[src/rtl/jstk_spi_responder.sv]
// jstk_spi_responder: oversampled SPI mode-0 slave that returns a latched joystick snapshot and captures the command byte
module jstk_spi_responder #(
  parameter int SYNC_STAGES = 2,
  parameter int FRAME_BYTES = 5
) (
  input  logic       clk,
  input  logic       rst,
  input  logic       SS,
  input  logic       SCLK,
  input  logic       MOSI,
  output logic       MISO,
  input  logic [9:0] x_pos,
  input  logic [9:0] y_pos,
  input  logic [2:0] buttons,
  output logic [1:0] led,
  output logic [7:0] cmd_byte,
  output logic       cmd_valid,
  output logic       frame_err,
  output logic       busy
);
  localparam int BITS = FRAME_BYTES * 8;
  localparam int CW = $clog2(BITS + 1);
  localparam logic [CW-1:0] LAST = CW'(BITS);
  localparam logic [CW-1:0] CMD_BITS = CW'(8);
  typedef enum logic {IDLE, ACTIVE} state_t;
  state_t state_q, state_d;
  logic [SYNC_STAGES-1:0] ss_sync_q, sclk_sync_q, mosi_sync_q;
  logic ss_d1_q, sclk_d1_q, first_q, armed_q, armed_d;
  logic [38:0] tx_q, tx_d;
  logic [7:0] rx_q, rx_d, cmd_q, cmd_d;
  logic [CW-1:0] cnt_q, cnt_d;
  logic [1:0] led_q, led_d;
  logic miso_q, miso_d, valid_q, valid_d, err_q, err_d;
  logic ss_s, sclk_s, mosi_s, ss_fall, ss_rise, sclk_rise, sclk_fall;
  logic [39:0] snap;
  assign ss_s = ss_sync_q[SYNC_STAGES-1];
  assign sclk_s = sclk_sync_q[SYNC_STAGES-1];
  assign mosi_s = mosi_sync_q[SYNC_STAGES-1];
  assign ss_fall = ss_d1_q & ~ss_s;
  assign ss_rise = ~ss_d1_q & ss_s;
  assign sclk_rise = ~sclk_d1_q & sclk_s;
  assign sclk_fall = sclk_d1_q & ~sclk_s;
  assign snap = {x_pos[7:0], 6'b0, x_pos[9:8], y_pos[7:0], 6'b0, y_pos[9:8], 5'b0, buttons};
  assign MISO = miso_q;
  assign led = led_q;
  assign cmd_byte = cmd_q;
  assign cmd_valid = valid_q;
  assign frame_err = err_q;
  assign busy = state_q == ACTIVE;
  always_ff @(posedge clk) begin
    if (rst) state_q <= IDLE;
    else state_q <= state_d;
  end
  always_comb begin
    state_d = state_q;
    tx_d = tx_q;
    rx_d = rx_q;
    cnt_d = cnt_q;
    cmd_d = cmd_q;
    led_d = led_q;
    miso_d = miso_q;
    valid_d = 1'b0;
    err_d = 1'b0;
    armed_d = armed_q | (~first_q & ss_sync_q[0]);
    if (state_q == IDLE) begin
      miso_d = 1'b0;
      if (ss_fall && armed_q) begin
        state_d = ACTIVE;
        tx_d = snap[38:0];
        miso_d = snap[39];
        cnt_d = '0;
      end
    end else if (ss_rise) begin
      state_d = IDLE;
      miso_d = 1'b0;
      valid_d = cnt_q == LAST;
      err_d = cnt_q != LAST;
      cmd_d = valid_d ? rx_q : cmd_q;
      led_d = (valid_d && rx_q[7]) ? rx_q[1:0] : led_q;
    end else begin
      if (sclk_rise && cnt_q != LAST) begin
        cnt_d = cnt_q + 1'b1;
        rx_d = (cnt_q < CMD_BITS) ? {rx_q[6:0], mosi_s} : rx_q;
      end
      if (sclk_fall && cnt_q == LAST) miso_d = 1'b0;
      else if (sclk_fall && cnt_q != '0) begin
        tx_d = {tx_q[37:0], 1'b0};
        miso_d = tx_q[38];
      end
    end
  end
  always_ff @(posedge clk) begin
    if (rst) begin
      ss_sync_q <= '1;
      sclk_sync_q <= '0;
      mosi_sync_q <= '0;
      ss_d1_q <= 1'b1;
      sclk_d1_q <= 1'b0;
      first_q <= 1'b1;
      armed_q <= 1'b0;
      tx_q <= '0;
      rx_q <= '0;
      cnt_q <= '0;
      cmd_q <= '0;
      led_q <= '0;
      miso_q <= 1'b0;
      valid_q <= 1'b0;
      err_q <= 1'b0;
    end else begin
      ss_sync_q <= {ss_sync_q[SYNC_STAGES-2:0], SS};
      sclk_sync_q <= {sclk_sync_q[SYNC_STAGES-2:0], SCLK};
      mosi_sync_q <= {mosi_sync_q[SYNC_STAGES-2:0], MOSI};
      ss_d1_q <= ss_s;
      sclk_d1_q <= sclk_s;
      first_q <= 1'b0;
      armed_q <= armed_d;
      tx_q <= tx_d;
      rx_q <= rx_d;
      cnt_q <= cnt_d;
      cmd_q <= cmd_d;
      led_q <= led_d;
      miso_q <= miso_d;
      valid_q <= valid_d;
      err_q <= err_d;
    end
  end
endmodule

[config.mk]
export PLATFORM = sky130hd
export DESIGN_NAME = jstk_spi_responder
export DESIGN_NICKNAME = d
export VERILOG_FILES = /design/src/rtl/jstk_spi_responder.sv
export SDC_FILE = /design/constraint.sdc
export NUM_CORES = 1
export LEC_CHECK = 0
export BUFFER_PORTS_ARGS = -buffer_cell sky130_fd_sc_hd__buf_2
export CORE_MARGIN = 1
export CORE_UTILIZATION = 30
export CTS_BUF_LIST = sky130_fd_sc_hd__clkbuf_2 sky130_fd_sc_hd__clkbuf_4 sky130_fd_sc_hd__clkbuf_8
export CTS_CLUSTER_SIZE = 12
export DETAILED_ROUTE_END_ITERATION = 8
export SETUP_SLACK_MARGIN = 0.05
export SLEW_MARGIN = 40
export SYNTH_ARGS = -nofsm -noshare
export SYNTH_HDL_FRONTEND = slang
export SYNTH_SLANG_ARGS = --single-unit
[constraint.sdc]
create_clock -name clk -period 1.7 [get_ports clk]
set_input_delay 0.085 -clock clk [delete_from_list [all_inputs] [get_ports clk]]
set_output_delay 0.085 -clock clk [all_outputs]
set_load 0.005 [all_outputs]
==> metrics, run 1 <==
commonest non-fill, non-tap cells in the layout=dfxtp_1 (75), buf_2 (41), mux2i_1 (38); failing checks=setup timing; Synth Area in Compound Gates=11.61%; HPWL after DPL=4.270 mm; Num CTS Buffers=9; CP cell instances=inv_2 -> ha_4 -> or3b_4 -> or4_4 -> mux2i_1 -> nor2_1; Post-synth ARST share=0%; Non-Filler Instances=522; Vias/cell=4.916; CTS Root Cell=clkbuf_8; Core Area=10370 sq um; Post-Synth Simple-Gate Area=21.55%; TritonCTS clock tree=done; worst path required time=1.94 ns; vias in the first global route=2406; final worst setup slack=-0.1202 ns; Worst Tran Pin Value=0.3932 ns; TritonCTS Sinks=77; Mean Syn Cell Area=9.613 sq um; sequential power share=52.5%; die area=11120 sq um; Clock Power Share=42.7%; antenna violations before repair=0; Row Count=37; fmax=549.4 MHz; slowest CP cell=or4_4; Critical Path End Type=flip-flop; Setup-failing EPs final=48; fill count=1038; worst hold path class=input pin to flip-flop; TritonRoute pass-1 iters=5; Die Span Y=105.5 um; WL/cell=12.85 um; GRT Total Usage=12.98%; DRT iter0 DRCs=198; final clock skew=0.007980 ns; routability cong.=0.7771; Clk Latency, worst-skew pair=0.36 ns; nets@finish=411; largest family of logic cells by synthesized area=simple AND/OR/NAND/NOR gates; max_cap viols=0; Synth Area in Adders=0.7794%; IO Port Bufs=41; Die Span X=105.5 um; Final Critical Period=1.820 ns; area of the multi-input gates=1536 sq um; crit path kind=flip-flop to flip-flop; CP max stage delay=0.56 ns; multiplexer area fraction after synthesis=11.85%; Vias=2566; top-area cell type share of the netlist area=48.01%; post-synthesis cell type count=38; CP Max Fanout=6; residual overflow from global routing=0; Routed Antenna Nets=0; worst vdd ir=305.2 uV; top cell type by total area after synthesis=dfxtp_1; final WL=6.710 mm; status=finished with violations; sequential cell area=1544 sq um; final hold vios=0; power density over cell area=881.4 nW/um^2; Leak Pwr=0.001504 uW; Seq/Total Area, Yosys=48.01%; first-pass GRT wire length=11.54 mm; Worst-path clk slew=0.08 ns; # diodes=0; Arr. time, crit path=2.06 ns; Sw Ratio=22.02%; Area growth, synth to finish=23.27%; setup TNS=-1.285 ns; H-tree Lvls=3; post-synthesis net count=364; leading cell type in the layout, fill and taps excluded=dfxtp_1; Worst R2R Setup Slack=-0.12 ns; Remaining DRCs=0; Ports=42; cell count after placement=500; Yosys warning count=0; internal power=2720 uW; synthesis-stage register bit count=77; fin. max-slew vios=0; Mapped Area=3211 sq um; Post-synth EDFFs=0; share of post-route cells with drive strength above 1=25.13%; Final Cycle Share=107.1%; RSZ-0062 raised after global routing=true; Starting Density=30.96%; largest buffer count on any clock path=2; CP startpoint kind=flip-flop; switching power total=768.2 uW; largest net degree at the start of global routing=87; relative slew slack=73.73%; Synth Area in XOR/XNOR=0.8184%; cells after synthesis=334; dominant synthesized flop cell=dfxtp_1; Gate power share=4.8%; top post-synthesis cells by area=dfxtp_1 (48%), mux2i_1 (12%), nand4b_1 (5.7%)
timing repair:
action                                  in CTS  in global routing
resized for setup                            3                  3
pin swaps                                    2                  5
endpoints found under the setup margin      54                 53
hold buffers                                 6                  0
setup buffers                                0                  0
endpoints found under the hold margin        6                  0
per-stage QoR:
step | setup slack, ns | cell area, sq um | utilization (%) | power [uW] | hold slack (ns)
2_1_floorplan | -0.1426 | 3243 | - | 1969 | 0.1127
3_3_place_gp | -0.1481 | 3661 | 35.30 | 2028 | 0.2735
3_5_place_dp | -0.2129 | 3661 | 35.30 | 2030 | 0.2736
4_1_cts | -0.1305 | 3945 | 38.04 | 3540 | 0.05577
5_1_grt | -0.2211 | 3958 | 38.16 | 3643 | 0.06268
6_report | -0.1202 | 3958 | 38.16 | 3488 | 0.06802
final timing paths:
| kind | depth (start not counted) | from | end |
|---|---|---|---|
| setup / recovery | 6 | cnt_q[1]$_SDFFE_PP0P_ | led[1]$_SDFFE_PP0P_ |
| hold / removal | 3 | y_pos[1] | tx_q[17]$_SDFFE_PP0P_ |
| setup reg to reg | 6 | cnt_q[1]$_SDFFE_PP0P_ | led[1]$_SDFFE_PP0P_ |
| hold reg to reg | 1 | mosi_sync_q[0]$_SDFF_PP0_ | mosi_sync_q[1]$_SDFF_PP0_ |
synthesized netlist by cell type (2+ instances only):
master / n
buf_6: 3
nor2b_1: 7
buf_4: 2
nand4b_1: 21
xor2_1: 3
inv_1: 6
or2_2: 4
o21ai_0: 4
nand4_1: 3
nand3_1: 22
nand3b_1: 2
o31ai_1: 21
ha_1: 2
nand2b_1: 2
and3_2: 2
buf_2: 6
o211ai_1: 2
dfxtp_1: 77
or3_1: 3
nor3_1: 3
a21oi_1: 26
clkbuf_1: 17
nand2_1: 22
mux2i_1: 38
buf_1: 2
nor2_1: 22
flip-flops by register name (all words and copies together) (netlist names):
register / cells
first_q: 1
busy: 1
frame_err: 1
rx_q: 8
ss_d1_q: 1
armed_q: 1
MISO: 1
sclk_sync_q: 2
cmd_valid: 1
mosi_sync_q: 2
ss_sync_q: 2
cnt_q: 6
led: 2
tx_q: 39
cmd_byte: 8
sclk_d1_q: 1
layout make-up:
class                      instances  area share [%]
multi-input combinational        221           38.82
clock inverter                     7           2.276
timing repair buffer              66           11.89
clock buffer                       9           3.130
sequential                        77           39.01
inverter                           6          0.5691
tap                              136           4.300
power by group through the flow:
stage / clock network [uW] / logic, uW / registers (uW)
6_report: 1490 / 166 / 1830
3_3_place_gp: 0 / 154 / 1870
2_1_floorplan: 0 / 96.4 / 1870
5_1_grt: 1620 / 184 / 1830
3_5_place_dp: 0 / 156 / 1870
4_1_cts: 1540 / 167 / 1830
layer usage:
layer	part of all wire, %	vias to the layer above	track usage (%)	wire length (um)
met3	3.7	13	3.587	250
li1	-	1288	-	-
met5	0	-	0	0
met4	2.5	0	6.640	170
met1	52	1218	17.44	3460
met2	42	47	18.89	2829
critical path, delay by kind of cell (launching register included):
family | cells | cell delay (ns)
simple gates | 3 | 1.03
flops | 1 | 0.32
mux | 1 | 0.17
fa+ha+maj | 1 | 0.13
buf+inv | 1 | 0.06
kinds of logic after synthesis:
kind of cell / count (synthesis)
AOI/OAI and AO/OA: 58
xor gates and xnor gates: 3
adders and majority gates: 2
buffers and inverters: 36
DFF: 77
muxes: 38
and+or+nand+nor: 120
Power figures use the tool's default switching activity.
==> run 2: changes to the inputs <==
==> constraint.sdc (replaced) <==
create_clock -name clk -period 2.35 [get_ports clk]
set_input_delay 0.1175 -clock clk [delete_from_list [all_inputs] [get_ports clk]]
set_output_delay 0.1175 -clock clk [all_outputs]
set_load 0.005 [all_outputs]
==> metrics, run 2 (synthesized netlist as in run 1, its figures left out) <==
RR Startpoint=cnt_q[0]$_SDFFE_PP0P_; GR Layer Usage met1=16.26% (-1.2 points); Hold WS=0.02664 ns (-0.04138 ns); Final Cycle Share=86.06% (-21 points); Leak Pwr=0.001421 uW (-5.5%); register with the most flip-flops=tx_q; CTS hold repair buffers=3 (-3); TritonCTS Sinks=77 (unchanged); worst path required time=2.57 ns (+0.63 ns); routability cong.=0.7397 (-4.8%); hold_sp=buttons[0]; crit path kind=flip-flop to flip-flop; Arr. time, crit path=2.24 ns (+0.18 ns); antenna violations before repair=0 (unchanged); WL/cell=12.68 um (-1.3%); largest buffer count on any clock path=2 (unchanged); met3 usage in global routing=2.659% (-0.93 points); design area=3781 sq um (-4.5%); RSZ-0062 raised after global routing=false; worst hold path class=input pin to flip-flop; GRT Total Usage=12.22% (-0.76 points); Num CTS Buffers=9 (unchanged); final WL=6.431 mm (-4.2%); Clk Latency, worst-skew pair=0.35 ns (about the same); Worst R2R Setup Slack=0.33 ns (+0.45 ns); Vias=2460 (-4.1%); pre-CTS WS=0.3400 ns (+0.5529 ns); Vias/cell=4.852 (-1.3%); met2 GRT Util=18.09% (-0.80 points); CP Max Fanout=21 (+15); fmax=494.4 MHz (-10%); Worst R2R Path Depth=7 (+1); leading cell type in the layout, fill and taps excluded=dfxtp_1; Die Span X=105.5 um (unchanged); setup TNS=0 ns (+1.285 ns); status=finished, final reports clean; post-CTS setup buffer count=0 (unchanged); Area growth, synth to finish=17.77%; fin. max-slew vios=0 (unchanged); TritonRoute pass-1 iters=4 (-1); fill count=1040 (+0.19%); DRT iter0 DRCs=188 (-5.1%); nets@finish=396 (-3.6%); end of the worst register-to-register path=tx_q[23]$_SDFFE_PP0P_; Critical Path End Type=flip-flop; share of post-route cells with drive strength above 1=19.95% (-5.2 points); Row Count=37 (unchanged); total chip power=2546 uW (-27%); area post-placement=3526 sq um (-3.7%); HPWL after DPL=4.069 mm (-4.7%); die area=11120 sq um (unchanged); max FFs per register=39 (unchanged); Remaining DRCs=0 (unchanged); max_cap viols=0 (unchanged); worst min-delay path endpoint=tx_q[0]$_SDFFE_PP0P_; Worst Tran Pin Value=0.6091 ns (+0.2159 ns); global route hottest layer=met2; first-pass GRT wire length=10.79 mm (-6.5%); power density over cell area=673.3 nW/um^2 (-24%); Worst-path clk slew=0.08 ns (about the same); CP startpoint kind=flip-flop; Die Span Y=105.5 um (unchanged); final worst setup slack=0.3275 ns (+0.4477 ns); Final Critical Period=2.022 ns (+0.2023 ns); relative slew slack=59.27% (-14 points); worst vdd ir=249.7 uV (-18%); residual overflow from global routing=0 (unchanged); CTS Root Cell=clkbuf_8; TritonCTS clock tree=done; Setup-failing EPs final=0 (-100%); # diodes=0 (unchanged); WHS Path Cells=3 (unchanged); post-cts resize count=0 (-3); Ports=42 (unchanged); final clock skew=0.01308 ns (+0.005096 ns); final hold vios=0 (unchanged); Routed Antenna Nets=0 (unchanged); vias in the first global route=2240 (-6.9%); largest net degree at the start of global routing=96 (+10%); commonest non-fill, non-tap cells in the layout=dfxtp_1 (77), buf_2 (41), mux2i_1 (38); H-tree Lvls=3 (unchanged); Core Area=10370 sq um (unchanged); IO Port Bufs=41 (unchanged); Starting Density=30.96% (unchanged)
-- run 2: changes by cell type in the layout (fill, tap and decap cells not counted), moves of 2 or more --
cell and delta:
buf_4 -10, clkinv_2 -3, inv_1 +2, buf_12 -2, dfxtp_1 +2, dfxtp_2 -2, dlygate4sd3_1 -3, inv_2 -2
inv_6 +2
-- run 2: how the worst max path moves through the flow --
stage / slack [ns] / endpoint / start / cells after the start
2_1_floorplan: 0.50 / tx_q[18]$_SDFFE_PP0P_ / cnt_q[0]$_SDFFE_PP0P_ / 9
3_3_place_gp: 0.41 / tx_q[19]$_SDFFE_PP0P_ / cnt_q[0]$_SDFFE_PP0P_ / 7
3_5_place_dp: 0.34 / tx_q[23]$_SDFFE_PP0P_ / cnt_q[0]$_SDFFE_PP0P_ / 7
4_1_cts: 0.33 / tx_q[23]$_SDFFE_PP0P_ / cnt_q[0]$_SDFFE_PP0P_ / 7
5_1_grt: 0.22 / led[0]$_SDFFE_PP0P_ / cnt_q[0]$_SDFFE_PP0P_ / 6
6_report: 0.33 / tx_q[23]$_SDFFE_PP0P_ / cnt_q[0]$_SDFFE_PP0P_ / 7
-- run 2: metal layers --
layer / wire length (um) / part of all wire (%)
met1: 3205 / 50
met2: 2851 / 44
met3: 258 / 4.0
met4: 116 / 1.8
met5: 0 / 0
-- run 2: final cells by class --
cell class	instances	area (sq um)	area share (%)
clock buffers	10	131.4	3.475
clock inverters	6	93.84	2.482
inverters	6	22.52	0.5956
multi-input cells	221	1496	39.58
flip-flops and latches	77	1541	40.77
well taps	136	170.2	4.500
repair buffers	51	325.3	8.604
-- run 2: worst max-delay path, stage by stage (launching register included) --
cell      delay [ns]
dfxtp_1         0.34
inv_1           0.08
ha_1            0.15
or3b_1          0.49
o2111a_1        0.34
nor2_4          0.11
buf_4           0.26
o31ai_1         0.11
-- run 2: power by group --
part           internal [uW]  switching, uW  total (uW)
combinational           52.9           59.2         112
sequential              1320           8.14        1330
clock                    619            489        1110
-- run 2: metrics by stage --
step                std cells  util (%)
floorplan                 334         -
global placement          488     34.00
detailed placement        488     34.00
CTS                       507     36.46
global route              507     36.46
finish                    507     36.46
